==> src/rtl/bf16_to_int16.sv <==
// bf16_to_int16
//   Converts a BFloat16 operand to a 16-bit two's-complement fixed-point value
//   y = trunc(a * 2^FRAC_BITS). The result saturates on overflow or infinity.
//   NaN inputs produce zero and raise inv. One operand is accepted per cycle.
//   done pulses three cycles after the capture edge.
//
// Ports
//   clk    rising-edge clock
//   rst    synchronous active-high reset
//   start  operand valid; a is captured on each edge where start=1
//   a      BFloat16 operand {sign, exp[7:0], mant[6:0]}
//   y      fixed-point result, held between results
//   done   one-cycle result-valid pulse
//   ovf    result saturated (magnitude overflow or infinity)
//   inv    operand was NaN
module bf16_to_int16 #(
  parameter int FRAC_BITS = 0
) (
  input  logic        clk,
  input  logic        rst,
  input  logic        start,
  input  logic [15:0] a,
  output logic [15:0] y,
  output logic        done,
  output logic        ovf,
  output logic        inv
);

  // Capture register.
  logic        v0;
  logic [15:0] a0;

  // Stage 1: classification, significand and signed shift amount.
  logic              v1, sign1, zero1, inf1, nan1;
  logic [7:0]        m1;
  logic signed [9:0] sh1;

  // Stage 2: shifted magnitude.
  logic        v2, sign2, zero2, inf2, nan2, big2;
  logic [16:0] mag2;

  // Combinational next-stage values.
  logic [7:0]        exp_c;
  logic signed [9:0] sh_c;
  logic [16:0]       mag_c;
  logic              big_c;
  logic [9:0]        neg_sh;
  logic [15:0]       y_c;
  logic              ovf_c, inv_c;

  // Valid bits are the only state that needs reset. Datapath registers
  // load only when their incoming valid bit is set, so they never need one.
  // NOTE: datapath registers are left unreset on purpose; a stale value can
  // never reach the outputs because every consumer is qualified by a valid bit.
  always_ff @(posedge clk) begin
    if (rst) begin
      v0 <= 1'b0;
      v1 <= 1'b0;
      v2 <= 1'b0;
    end else begin
      // NOTE: sequential state uses non-blocking assignments so that every
      // stage samples the previous stage's value from before this edge.
      v0 <= start;
      v1 <= v0;
      v2 <= v1;
    end
  end

  always_ff @(posedge clk) begin
    if (start && !rst) a0 <= a;
  end

  // Stage 1.
  assign exp_c = a0[14:7];
  assign sh_c  = signed'({2'b00, exp_c}) - 10'sd134 + signed'(10'(FRAC_BITS));

  always_ff @(posedge clk) begin
    if (v0) begin
      sign1 <= a0[15];
      zero1 <= (exp_c == 8'h00);
      inf1  <= (exp_c == 8'hFF) && (a0[6:0] == 7'd0);
      nan1  <= (exp_c == 8'hFF) && (a0[6:0] != 7'd0);
      m1    <= {1'b1, a0[6:0]};
      sh1   <= sh_c;
    end
  end

  // Stage 2: a right shift truncates toward zero because the magnitude
  // is still unsigned here. The sign is applied in stage 3.
  assign neg_sh = 10'(-sh1);

  always_comb begin
    // NOTE: every always_comb output gets a default first so no path leaves
    // it unassigned, which would otherwise infer a latch.
    mag_c = 17'd0;
    big_c = 1'b0;
    if (sh1 > 10'sd8) begin
      big_c = 1'b1;
    end else if (sh1 >= 10'sd0) begin
      mag_c = {9'd0, m1} << sh1[3:0];
    end else if (sh1 >= -10'sd7) begin
      mag_c = {9'd0, m1} >> neg_sh[2:0];
    end
  end

  always_ff @(posedge clk) begin
    if (v1) begin
      sign2 <= sign1;
      zero2 <= zero1;
      inf2  <= inf1;
      nan2  <= nan1;
      big2  <= big1_mask(big_c, zero1);
      mag2  <= mag_c;
    end
  end

  // A zero-class operand never has a positive shift amount, but it is
  // masked anyway so that zero wins over overflow.
  function automatic logic big1_mask(input logic big, input logic zero);
    return big && !zero;
  endfunction

  // Stage 3: special-case priority, then saturation, then signed result.
  always_comb begin
    y_c   = 16'h0000;
    ovf_c = 1'b0;
    inv_c = 1'b0;
    if (nan2) begin
      inv_c = 1'b1;
    end else if (inf2 || big2) begin
      y_c   = sign2 ? 16'h8000 : 16'h7FFF;
      ovf_c = 1'b1;
    end else if (zero2 || (mag2 == 17'd0)) begin
      y_c = 16'h0000;
    end else if (!sign2 && (mag2 > 17'd32767)) begin
      y_c   = 16'h7FFF;
      ovf_c = 1'b1;
    end else if (sign2 && (mag2 > 17'd32768)) begin
      y_c   = 16'h8000;
      ovf_c = 1'b1;
    end else if (sign2 && (mag2 == 17'd32768)) begin
      y_c = 16'h8000;
    end else begin
      y_c = sign2 ? (~mag2[15:0] + 16'd1) : mag2[15:0];
    end
  end

  always_ff @(posedge clk) begin
    if (rst) begin
      y    <= 16'h0000;
      ovf  <= 1'b0;
      inv  <= 1'b0;
      done <= 1'b0;
    end else begin
      done <= v2;
      if (v2) begin
        y   <= y_c;
        ovf <= ovf_c;
        inv <= inv_c;
      end
    end
  end

endmodule

==> config.mk <==
export PLATFORM = sky130hd
export DESIGN_NAME = bf16_to_int16
export DESIGN_NICKNAME = d
export VERILOG_FILES = /design/src/rtl/bf16_to_int16.sv
export SDC_FILE = /design/constraint.sdc
export NUM_CORES = 1
export LEC_CHECK = 0
export ABC_AREA = 1
export CAP_MARGIN = 10
export CORE_MARGIN = 10
export CORE_UTILIZATION = 33
export CTS_BUF_LIST = sky130_fd_sc_hd__clkbuf_4
export DETAILED_ROUTE_END_ITERATION = 10
export PLACE_DENSITY_LB_ADDON = 0.3
export SYNTH_ARGS = -nofsm -noshare
export SYNTH_HDL_FRONTEND = slang
export SYNTH_SLANG_ARGS = --single-unit
export TNS_END_PERCENT = 10
==> constraint.sdc <==
create_clock -name clk -period 2.2 [get_ports clk]
set_input_delay 0.44 -clock clk [delete_from_list [all_inputs] [get_ports clk]]
set_output_delay 0.44 -clock clk [all_outputs]
set_load 0.01 [all_outputs]
# Word level (Yosys, flattened, before mapping)
# Index checks and enable logic that the tools add are counted.
[op_classes]
eq_ne = 2
reduce_logical = 16
n_bitwise = 1
shift = 2
n_lt_le_gt_ge = 5
n_mux = 17
n_addsub = 3
[op_table]
columns = ["operator", "n"]
rows = [
  ["$mux W16", 8],
  ["$mux W17", 2],
  ["$eq A17 B16 Y1 const B", 1],
  ["$gt A17 B15 Y1 const B", 1],
  ["$gt A17 B16 Y1 const B", 1],
  ["$logic_not A17 Y1", 1],
  ["$shl A8 B4 Y17", 1],
  ["$shr A8 B3 Y17", 1],
  ["$add A16 B1 Y16 const B", 1],
  ["$not A16 Y16", 1],
  ["$ge A9 B1 Y1 const B", 1],
  ["$ge A9 B4 Y1 const B", 1],
  ["$gt A9 B5 Y1 const B", 1],
  ["$sub A8 B8 Y9 const B", 1],
  ["$eq A8 B8 Y1 const B", 1],
  ["$logic_not A8 Y1", 1],
  ["$logic_and A1 B1 Y1", 7],
  ["$logic_not A7 Y1", 1],
  ["$mux W1", 7],
  ["$reduce_bool A7 Y1", 1],
  ["$logic_not A1 Y1", 3],
  ["$neg A3 Y3", 1],
  ["$logic_or A1 B1 Y1", 2],
]
[totals]
out_inout_bits = 19
input_bits = 19
ff_bits = 80

# Depth between registers and ports, before layout
# Gate-level depths: netlist of run 1.
[logic_depth]
word_depth = 9
depth_mapped = 12

# Worst setup path after synthesis of run 1
# No wires, ideal clock.
[synth_path]
path_kind = "register -> register"
start = "reg sh1[0]"
end = "reg mag2[0] (data pin)"
t_arrival_ns = 1.564
path_buffers = 1
path_slack_ns = 0.372
stages_incl_launch_ff = 9
required_time_ns = 1.936
setup_ns = 0.264
cell_sequence = "edfxtp_1 > buf_4 > inv_1 > ha_1 > ha_1 > inv_1 > nand2_1 > o221ai_1 > a21oi_1"
[synth_via]
elab_chain_len = 4
[synth_rtl]
columns = ["item", "line_no", "rtl"]
rows = [
  ["start: declaration", "36", "logic signed [9:0] sh1;"],
  ["start signal: assignment", "84", "sh1 <= sh_c;"],
  ["$neg A3 Y3", "90", "assign neg_sh = 10'(-sh1);"],
  ["$shr A8 B3 Y17", "102", "mag_c = {9'd0, m1} >> neg_sh[2:0];"],
  ["$mux W17", "101", "end else if (sh1 >= -10'sd7) begin"],
  ["$mux W17", "99", "end else if (sh1 >= 10'sd0) begin"],
  ["end signal: assignment", "113", "mag2 <= mag_c;"],
  ["end: declaration", "40", "logic [16:0] mag2;"],
]
# Several ways; a longest one is shown, not always the timed one.
# A chain may end at the register's enable or synchronous reset.

# Worst setup path in the final report of run 1
[layout_path]
start = "reg sh1[1]"
end = "reg mag2[0] (data pin)"
# Same word-level chain as after synthesis.

==> results of run 1 <==
-- through the flow --
stage,std cells,power (uW),setup WS (ns)
6_report,711,3003,0.3412
5_1_grt,711,3171,0.2207
4_1_cts,711,3054,0.3641
3_5_place_dp,695,2091,0.3865
3_3_place_gp,695,2088,0.4272
2_1_floorplan,492,1974,0.3720
-- report_power, final --
| part | total (uW) | internal [uW] | switching, uW |
|---|---|---|---|
| sequential | 1730 | 1690 | 43.8 |
| combinational | 327 | 122 | 206 |
| clock | 947 | 467 | 480 |
-- final cells by class --
class	instances	area, sq um	share of cell area
inverter	53	198.9	0.04093
tap	168	210.2	0.04324
clock inverter	6	83.83	0.01725
timing repair buffer	47	445.4	0.09163
multi-input combinational	347	1665	0.3426
sequential	80	2182	0.4489
clock buffer	10	75.07	0.01544
-- layer usage --
layer  vias to the layer above  track usage  wire, um  share of wire
li1                       1719            -         -              -
met1                      1461       0.1127      3833           0.44
met2                        56       0.1857      4365           0.50
met3                         9      0.03849       410          0.047
met4                         0      0.03585       132          0.015
met5                         -            0         0              0
-- worst min path at each step --
stage | from | end | slack, ns | cells after the start
2_1_floorplan | inf1 | inf2 | 0.40 | 0
5_1_grt | v1 | v2 | 0.46 | 2
6_report | v1 | v2 | 0.43 | 2
4_1_cts | v1 | v2 | 0.43 | 2
3_3_place_gp | inf1 | inf2 | 0.40 | 0
3_5_place_dp | nan1 | nan2 | 0.41 | 0
-- kinds of logic (layout without fill, tap and decap cells) --
kind of cell | count (synthesis) | count (layout) | synth area share
compound gates | 86 | 86 | 0.1205
xor+xnor | 3 | 3 | 0.006376
flops | 80 | 80 | 0.5294
fa+ha+maj | 7 | 7 | 0.02125
buf+inv | 65 | 116 | 0.06648
simple gates | 251 | 251 | 0.2559
-- layout by cell type, fill, tap and decap left out, types with 3 or more instances in the layout --
cell	Yosys	routed
nand2_1	144	144
edfxtp_1	58	58
nor2_1	56	56
inv_1	46	46
o21ai_0	39	39
clkdlybuf4s50_1	0	37
nand3_1	24	24
dfxtp_1	22	22
a21oi_1	19	19
a21oi_2	10	10
clkbuf_4	0	10
buf_4	1	10
o21ai_1	8	8
ha_1	7	7
inv_2	6	6
nor3_1	5	5
or2_2	5	5
o211ai_1	5	5
nand2_2	4	4
nor2_2	3	3
-- state kept, by name, summed over array words and instances (netlist names), 7 cells and up --
| signal | flops |
|---|---|
| y | 16 |
| m1 | 7 |
| a0 | 16 |
| mag2 | 17 |
| sh1 | 9 |
-- critical path: cells and delay by family (launching register included) --
kind            cells  cell delay [ns]
flops               1             0.43
simple gates        1             0.08
buf+inv             2             0.34
compound gates      2             0.28
fa+ha+maj           2             0.50
==> qor.csv, run 1 <==
metric,value,unit
design area,0.004861,sq mm
CP Class,flop to flop,
"antenna viol nets, final",0,
flop2flop setup slack,0.34,ns
CTS buffer count,9,
sequential element share of the synthesized area,0.5294,
CP startpoint,sh1[1],
"Avg Cell Area, Syn",8.377,sq um
I/O Buffers,37,
Final Max Tran Viols,0,
reg2reg end,mag2[0],
Critical Path Slowest Stage Cell,edfxtp_1,
Hold WC Path Type,flop to flop,
most frequent CP cell,ha_1,
Peak VDD IR,0.0004236,V
chip width,131.8,um
CTS H-tree lvls,3,
GPL Wtd Cong,0.8872,
WL final,8.742,mm
Commonest cells post-synth,"nand2_1 (144), edfxtp_1 (58), nor2_1 (56), inv_1 (46), o21ai_0 (39)",
Tmin final,1.859,ns
"Remaining Overflow, GRT",0,
post_cts resized,0,
Initial Util,0.3403,
Layout Skew,0.008757,ns
Max Freq,538.0,MHz
Die ar.,0.01736,sq mm
first-pass GRT wire length,15.05,mm
Pre-antenna DRT Iters,5,
Synth cell types,37,
Slew headroom,0.6802,
Worst R2R Start,sh1[1],
Die Ht,131.8,um
share of layout cells above drive strength 1,0.1013,
Final #Nets,564,
# DRC,0,
final count of hold timing violations,0,
fin util,0.4013,
core area,0.01211,sq mm
"FFs w/ async S/R, synth",0,
crit path to,mag2[0],
top cell type's share of synthesized area,0.4226,
number of synthesized flops with an enable pin,58,
vias in the first global route,3259,
row cnt,40,
Sink Count,80,
Yosys reg bits,80,
Area contributors post-synth,"edfxtp_1 (42%), nand2_1 (13%), dfxtp_1 (11%)",
largest net degree at the start of global routing,23,
Final HPWL DP,6.988,mm
CP arrival,2.05,ns
final period utilization,0.8449,
CTS max path bufs,2,
PD cells,617.9,mW/mm^2
synth warn,0,
Detailed Route Iter0 Violations,182,
worst skew pair latency,0.44,ns
CTS root buffer,clkbuf_4,
CP max FO,11,
final setup vio count,0,
DR vias/cell,4.564,
RSZ-0062 raised after global routing,false,
antenna cell count,0,
via count,3245,
CP cell instances,inv_2 -> ha_1 -> ha_1 -> inv_1 -> nand2_1 -> o221ai_1 -> a21oi_1,
run status,completed,
IO Pins,38,
CTS tree,done,
"area leader, netlist",edfxtp_1,
Synth Flop Type,edfxtp_1,
most frequent cell after synthesis,nand2_1,
Synth Cell Area,0.004121,sq mm
Worst Setup Start Kind,flop,
Static Leak,0.001807,uW
setup TNS,0,ns
Worst Setup End Kind,flop,
worst slew pin tran,0.4797,ns
WHS,0.4282,ns
MaxCap Viol Count,0,
total track usage,0.1050,
WL/cell,12.30,um
DP Area,0.004702,sq mm
"Setup Fix Bufs, Post-CTS",0,
initial antenna violation count,0,
required arrival time at the worst endpoint,2.39,ns
cells after synthesis,492,
fillers,1268,
Clock transition at path regs,0.12,ns
area grow syn2layout,17.94,%
syn nets,518,
cts hold-fix bufs,0,
CP peak stage delay,0.43,ns
worst r2r path cells,7,
(Power assumes the default switching activity.)
==> inputs of run 2 (changes only) <==
==> constraint.sdc (replaced) <==
create_clock -name clk -period 1.9 [get_ports clk]
set_input_delay 0.38 -clock clk [delete_from_list [all_inputs] [get_ports clk]]
set_output_delay 0.38 -clock clk [all_outputs]
set_load 0.01 [all_outputs]
==> run 2 against run 1 <==
Effect of this change:
- clock power up 4.0%
- global-route usage up 0.14 points
- cell count grew 1.1%
- total power grew 13%
- via count increased by 2.2%
- worst hold slack better by 0.013 ns
- routed wire length grew 0.47%
- setup slack worse by 0.19 ns
- fmax rose by 6.4%
- clock skew is 0.0043 ns higher
- flip-flop and latch count stayed put
- critical path type unchanged
- critical endpoint unchanged
- largest cell class unchanged
==> qor.csv, run 2 (synthesis results as in run 1) <==
metric,value,unit,change
run status,completed,,unchanged
DR vias/cell,4.615,,was 4.564
Top reg by flops,mag2,,unchanged
"antenna viol nets, final",0,,unchanged
DP Area,0.004760,sq mm,was 0.004702 sq mm
final setup vio count,0,,unchanged
final count of hold timing violations,0,,unchanged
Tmin final,1.747,ns,was 1.859 ns
flop2flop setup slack,0.15,ns,was 0.34 ns
CTS root buffer,clkbuf_4,,unchanged
row cnt,40,,unchanged
CP Class,flop to flop,,unchanged
Clock transition at path regs,0.13,ns,was 0.12 ns
core area,0.01211,sq mm,unchanged
worst slew pin tran,0.3802,ns,was 0.4797 ns
# DRC,0,,unchanged
WHS Endpoint,nan2,,was v2
max reg flops,17,,unchanged
Worst Hold Path Cells,0,,was 2
Peak VDD IR,0.0005473,V,was 0.0004236 V
Regs by FF count,"mag2 x17, a0 x16, y x16",,unchanged
Final #Nets,571,,was 564
WHS,0.4412,ns,was 0.4282 ns
Sink Count,80,,unchanged
initial antenna violation count,1,,was 0
Storage cell area,0.002182,sq mm,unchanged
CTS buffer count,9,,unchanged
first-pass GRT wire length,15.24,mm,was 15.05 mm
Layout Skew,0.01308,ns,was 0.008757 ns
largest net degree at the start of global routing,24,,was 23
"Remaining Overflow, GRT",0,,unchanged
reg2reg end,mag2[0],,unchanged
vias in the first global route,3320,,"was 3,259"
Slew headroom,0.7438,,was 0.6802
MaxCap Viol Count,0,,unchanged
Detailed Route Iter0 Violations,142,,was 182
CP max FO,7,,was 11
RSZ-0062 raised after global routing,true,,was false
final std cells w/o fill,719,,was 711
PD cells,688.2,mW/mm^2,was 617.9 mW/mm^2
CP arrival,1.96,ns,was 2.05 ns
worst r2r path cells,7,,unchanged
# placed instances,701,,was 695
IO Pins,38,,unchanged
Die Ht,131.8,um,unchanged
Multi-input gate area,0.001670,sq mm,was 0.001665 sq mm
required arrival time at the worst endpoint,2.11,ns,was 2.39 ns
Final Max Tran Viols,0,,unchanged
share of layout cells above drive strength 1,0.1182,,was 0.1013
CTS H-tree lvls,3,,unchanged
Hold WC Path Type,flop to flop,,unchanged
Static Leak,0.001835,uW,was 0.001807 uW
chip width,131.8,um,unchanged
worst hold start,nan1,,was v1
Worst Setup End Kind,flop,,unchanged
Max Freq,572.4,MHz,was 538.0 MHz
CTS max path bufs,2,,unchanged
WL final,8.783,mm,was 8.742 mm
Die ar.,0.01736,sq mm,unchanged
final period utilization,0.9195,,was 0.8449
Worst Setup Start Kind,flop,,unchanged
via count,3318,,"was 3,245"
I/O Buffers,37,,unchanged
setup TNS,0,ns,unchanged
Initial Util,0.3403,,unchanged
WL/cell,12.22,um,was 12.30 um
Final HPWL DP,7.071,mm,was 6.988 mm
GPL Wtd Cong,0.9156,,was 0.8872
design area,0.004921,sq mm,was 0.004861 sq mm
worst skew pair latency,0.45,ns,was 0.44 ns
fillers,1251,,"was 1,268"
total track usage,0.1064,,was 0.1050
area grow syn2layout,19.40,%,was 17.94%
Pre-antenna DRT Iters,4,,was 5
most common library cell in the layout ignoring fill and taps,nand2_1,,unchanged
most frequent cells in the layout,"nand2_1 (144), edfxtp_1 (58), nor2_1 (55)",,"was nand2_1 (144), edfxtp_1 (58), nor2_1 (56)"
Worst R2R Start,sh1[1],,unchanged
CTS tree,done,,unchanged
## run 2: how the worst max path moves through the flow
stage               startpoint       to  slack [ns]
floorplan               sh1[0]  mag2[0]        0.07
global placement       mag2[1]     y[1]        0.19
detailed placement      sh1[0]  mag2[8]        0.15
CTS                      y[11]    y[11]        0.12
global route            sh1[0]  mag2[8]      -0.004
finish                  sh1[1]  mag2[0]        0.15
## run 2: layout make-up
| type | instances | share of cell area |
|---|---|---|
| well taps | 168 | 0.04272 |
| multi-input cells | 347 | 0.3394 |
| inverters | 53 | 0.04043 |
| diodes | 1 | 0.0005085 |
| clock buffers | 10 | 0.01526 |
| flip-flops and latches | 80 | 0.4434 |
| repair buffers | 54 | 0.1063 |
| clock inverters | 6 | 0.01195 |
## run 2: worst max-delay path, cell delays in order (launching register included)
cell,delay (ns)
edfxtp_1,0.39
inv_2,0.05
ha_1,0.22
ha_1,0.31
inv_1,0.18
nand2_1,0.09
o221ai_1,0.19
a21oi_1,0.09
## run 2: metrics by stage
stage	util	power (uW)	setup WS, ns
detailed placement	0.3930	2439	0.1485
CTS	0.4040	3440	0.1165
finish	0.4063	3387	0.1529
global placement	0.3930	2435	0.1942
floorplan	-	2286	0.07202
global route	0.4063	3587	-0.004230
## run 2: metal layers
metal  up-vias  global-route usage  wire [um]
li1       1738                   -          -
met3        18             0.03773        435
met4         0             0.04388        231
met2        65              0.1899       4396
met1      1497              0.1108       3719
met5         -                   0          0
## run 2: power breakdown
part	internal (uW)	switching, uW	total (uW)
Clock	409	576	985
Combinational	154	247	402
Sequential	1950	48.1	2000
## run 2: repair_timing
action	4_1_cts	5_1_grt
resized for setup	0	7
setup endpoints to repair	0	19
hold buffers	0	0
buffers inserted	0	1
==> inputs of run 3 (changes only) <==
--- a/config.mk
+++ b/config.mk
@@ -5,7 +5,6 @@
 export SDC_FILE = /design/constraint.sdc
 export NUM_CORES = 1
 export LEC_CHECK = 0
-export ABC_AREA = 1
 export CAP_MARGIN = 10
 export CORE_MARGIN = 10
 export CORE_UTILIZATION = 33
==> run 3 against run 2 <==
Effect of this change:
- the flow now finishes with violations (negative setup slack)
- setup slack worse by 0.41 ns
- clock skew rose by 0.0062 ns
- cell count down 18%
- utilization rose by 3.2 points
- highest routed layer unchanged
==> qor.csv, run 3 <==
metric,value,unit,change
reg2reg end,y[7],,was mag2[0]
number of synthesized flops with an enable pin,58,,unchanged
Worst R2R Start,mag2[3],,was sh1[1]
"antenna viol nets, final",0,,unchanged
most frequent cell after synthesis,edfxtp_1,,was nand2_1
Critical Path Slowest Stage Cell,or4_4,,was edfxtp_1
Max Freq,464.3,MHz,was 572.4 MHz
share of layout cells above drive strength 1,0.2472,,was 0.1182
"Avg Cell Area, Syn",11.21,sq um,was 8.377 sq um
syn nets,382,,was 518
CP max FO,6,,was 7
Final Max Tran Viols,0,,unchanged
Pre-antenna DRT Iters,4,,unchanged
Regs by FF count,"mag2 x17, a0 x16, y x16",,unchanged
WHS,0.4352,ns,was 0.4412 ns
required arrival time at the worst endpoint,2.22,ns,was 2.11 ns
Worst Setup End Kind,flop,,unchanged
"area leader, netlist",edfxtp_1,,unchanged
max reg flops,17,,unchanged
PD cells,707.1,mW/mm^2,was 688.2 mW/mm^2
CTS root buffer,clkbuf_4,,unchanged
cells after synthesis,356,,was 492
CP cell instances,or4_4 -> or3_4 -> o21a_4 -> o21bai_4 -> a211oi_2,,was inv_2 -> ha_1 -> ha_1 -> inv_1 -> nand2_1 -> o221ai_1 -> a21oi_1
total track usage,0.1083,,was 0.1064
CTS max path bufs,2,,unchanged
Initial Util,0.3351,,was 0.3403
final count of hold timing violations,0,,unchanged
final worst setup slack,-0.2536,ns,was 0.1529 ns
Critical Path Stages,5,,was 7
CP Class,flop to flop,,unchanged
Die Ht,130.0,um,was 131.8 um
Worst Path Buf+Inv,0,,was 2
Layout Skew,0.01931,ns,was 0.01308 ns
Static Leak,0.001867,uW,was 0.001835 uW
Clock transition at path regs,0.13,ns,about the same
Worst path top cell family by delay,simple AND/OR/NAND/NOR gates,,was adder cells
Tmin final,2.154,ns,was 1.747 ns
Final #Nets,466,,was 571
internal power,2838,uW,was 2516 uW
WL/cell,14.87,um,was 12.22 um
WL final,8.805,mm,was 8.783 mm
GPL Wtd Cong,0.8778,,was 0.9156
# placed instances,573,,was 701
Sequential Power Share,0.538,,was 0.590
initial antenna violation count,0,,was 1
IO Pins,38,,unchanged
worst r2r path cells,5,,was 7
clock network fraction of design power,0.341,,was 0.291
RSZ-0062 raised after global routing,true,,unchanged
CP arrival,2.47,ns,was 1.96 ns
worst hold start,a0[15],,was nan1
worst skew pair latency,0.44,ns,was 0.45 ns
Worst Hold Path Cells,0,,unchanged
CTS H-tree lvls,3,,unchanged
Detailed Route Iter0 Violations,170,,was 142
Hold WC Path Type,flop to flop,,unchanged
CP startpoint,mag2[3],,was sh1[1]
sequential element share of the synthesized area,0.5467,,was 0.5294
flop2flop setup slack,-0.25,ns,was 0.15 ns
Synth Flop Type,edfxtp_1,,unchanged
Commonest cells post-synth,"edfxtp_1 (58), nand2_1 (30), nor2_1 (30), dfxtp_1 (22), o21ai_0 (22)",,"was nand2_1 (144), edfxtp_1 (58), nor2_1 (56), inv_1 (46), o21ai_0 (39)"
top cell type's share of synthesized area,0.4364,,was 0.4226
largest net degree at the start of global routing,23,,was 24
Storage cell area,0.002182,sq mm,unchanged
I/O Buffers,37,,unchanged
"Remaining Overflow, GRT",0,,unchanged
Worst Setup Start Kind,flop,,unchanged
setup TNS,-2.907,ns,was 0 ns
Synth cell types,56,,was 37
Yosys reg bits,80,,unchanged
Sink Count,80,,unchanged
chip width,130.0,um,was 131.8 um
Area contributors post-synth,"edfxtp_1 (44%), dfxtp_1 (11%), mux2i_1 (3.3%)",,"was edfxtp_1 (42%), nand2_1 (13%), dfxtp_1 (11%)"
area grow syn2layout,30.82,%,was 19.40%
Slew headroom,0.5503,,was 0.7438
synth warn,0,,unchanged
CTS tree,done,,unchanged
final std cells w/o fill,592,,was 719
fillers,1139,,"was 1,251"
Multi-input gate area,0.001854,sq mm,was 0.001670 sq mm
Die ar.,0.01689,sq mm,was 0.01736 sq mm
worst slew pin tran,0.6683,ns,was 0.3802 ns
CP peak stage delay,0.59,ns,was 0.39 ns
final setup vio count,19,,was 0
cts hold-fix bufs,0,,unchanged
Logic pwr share,0.120,,was 0.119
final period utilization,1.133,,was 0.9195
MaxCap Viol Count,0,,unchanged
sw power,854.2,uW,was 871.2 uW
Final HPWL DP,6.741,mm,was 7.071 mm
failing checks,negative setup slack,,
most frequent cells in the layout,"edfxtp_1 (58), buf_4 (48), clkdlybuf4s50_1 (37)",,"was nand2_1 (144), edfxtp_1 (58), nor2_1 (55)"
Top reg by flops,mag2,,unchanged
WHS Endpoint,sign1,,was nan2
core area,0.01191,sq mm,was 0.01211 sq mm
Synth Cell Area,0.003991,sq mm,was 0.004121 sq mm
# DRC,0,,unchanged
CTS buffer count,9,,unchanged
Peak VDD IR,0.0007397,V,was 0.0005473 V
antenna cell count,0,,was 1
row cnt,40,,unchanged
first-pass GRT wire length,14.58,mm,was 15.24 mm
vias in the first global route,3053,,"was 3,320"
most common library cell in the layout ignoring fill and taps,edfxtp_1,,was nand2_1
via count,3117,,"was 3,318"
run status,finished with violations,,was completed
"FFs w/ async S/R, synth",0,,unchanged
sw frac,0.2314,,was 0.2572
DR vias/cell,5.265,,was 4.615
## run 3: cell types whose count changed in the layout (fill, tap and decap cells not counted), sizes merged, moves of 9 or more
cell   delta
nand2   -118
inv      -42
buf      +33
nor2     -30
o21ai    -22
nand3    -19
a21oi    -15
mux2i    +13
xnor2    +11
o22ai     +9
## run 3: timing repair
action                     CTS  global route
buffers inserted             2             0
pin swaps                   11             3
resized for setup           18            16
cloned                       1             0
setup endpoints to repair   22            26
## run 3: layout make-up
cell class              instances  share of cell area
well taps                     147             0.03523
flip-flops and latches         80              0.4179
inverters                      12            0.009825
repair buffers                 87              0.1459
clock inverters                 7             0.02300
clock buffers                   9             0.01294
multi-input cells             250              0.3551
## run 3: metal layers
metal  vias up  wire length, um  track usage
met2        87             4367       0.1811
li1       1526                -            -
met5         -                0            0
met4         0              272      0.05820
met1      1480             3662       0.1219
met3        24              502      0.03286
## run 3: worst max path at each step
stage,end
after global routing,y[9]
after global placement,y[11]
after detailed placement,y[3]
after CTS,y[6]
final,y[7]
after floorplan,mag2[0]
## run 3: cells by family after synthesis
logic type | synth area share
and+or+nand+nor | 0.1439
AOI/OAI and AO/OA | 0.1586
DFF | 0.5467
buffers and inverters | 0.02602
muxes | 0.07210
xor gates and xnor gates | 0.03072
adders and majority gates | 0.02194
## run 3: power groups by stage
stage | clock [uW] | sequential, uW | combinational (uW)
after detailed placement | 0 | 2030 | 420
after CTS | 1300 | 1990 | 427
after global placement | 0 | 2020 | 414
after floorplan | 0 | 2030 | 255
final | 1260 | 1990 | 444
after global routing | 1390 | 2000 | 483
## run 3: through the flow
step	power (uW)	utilization	cell area, sq um	setup WS (ns)
floorplan	2281	-	4045	-0.2854
global placement	2437	0.4100	4883	-0.2813
detailed placement	2447	0.4100	4883	-0.3408
CTS	3711	0.4326	5152	-0.2368
global route	3868	0.4383	5221	-0.3231
finish	3692	0.4383	5221	-0.2536
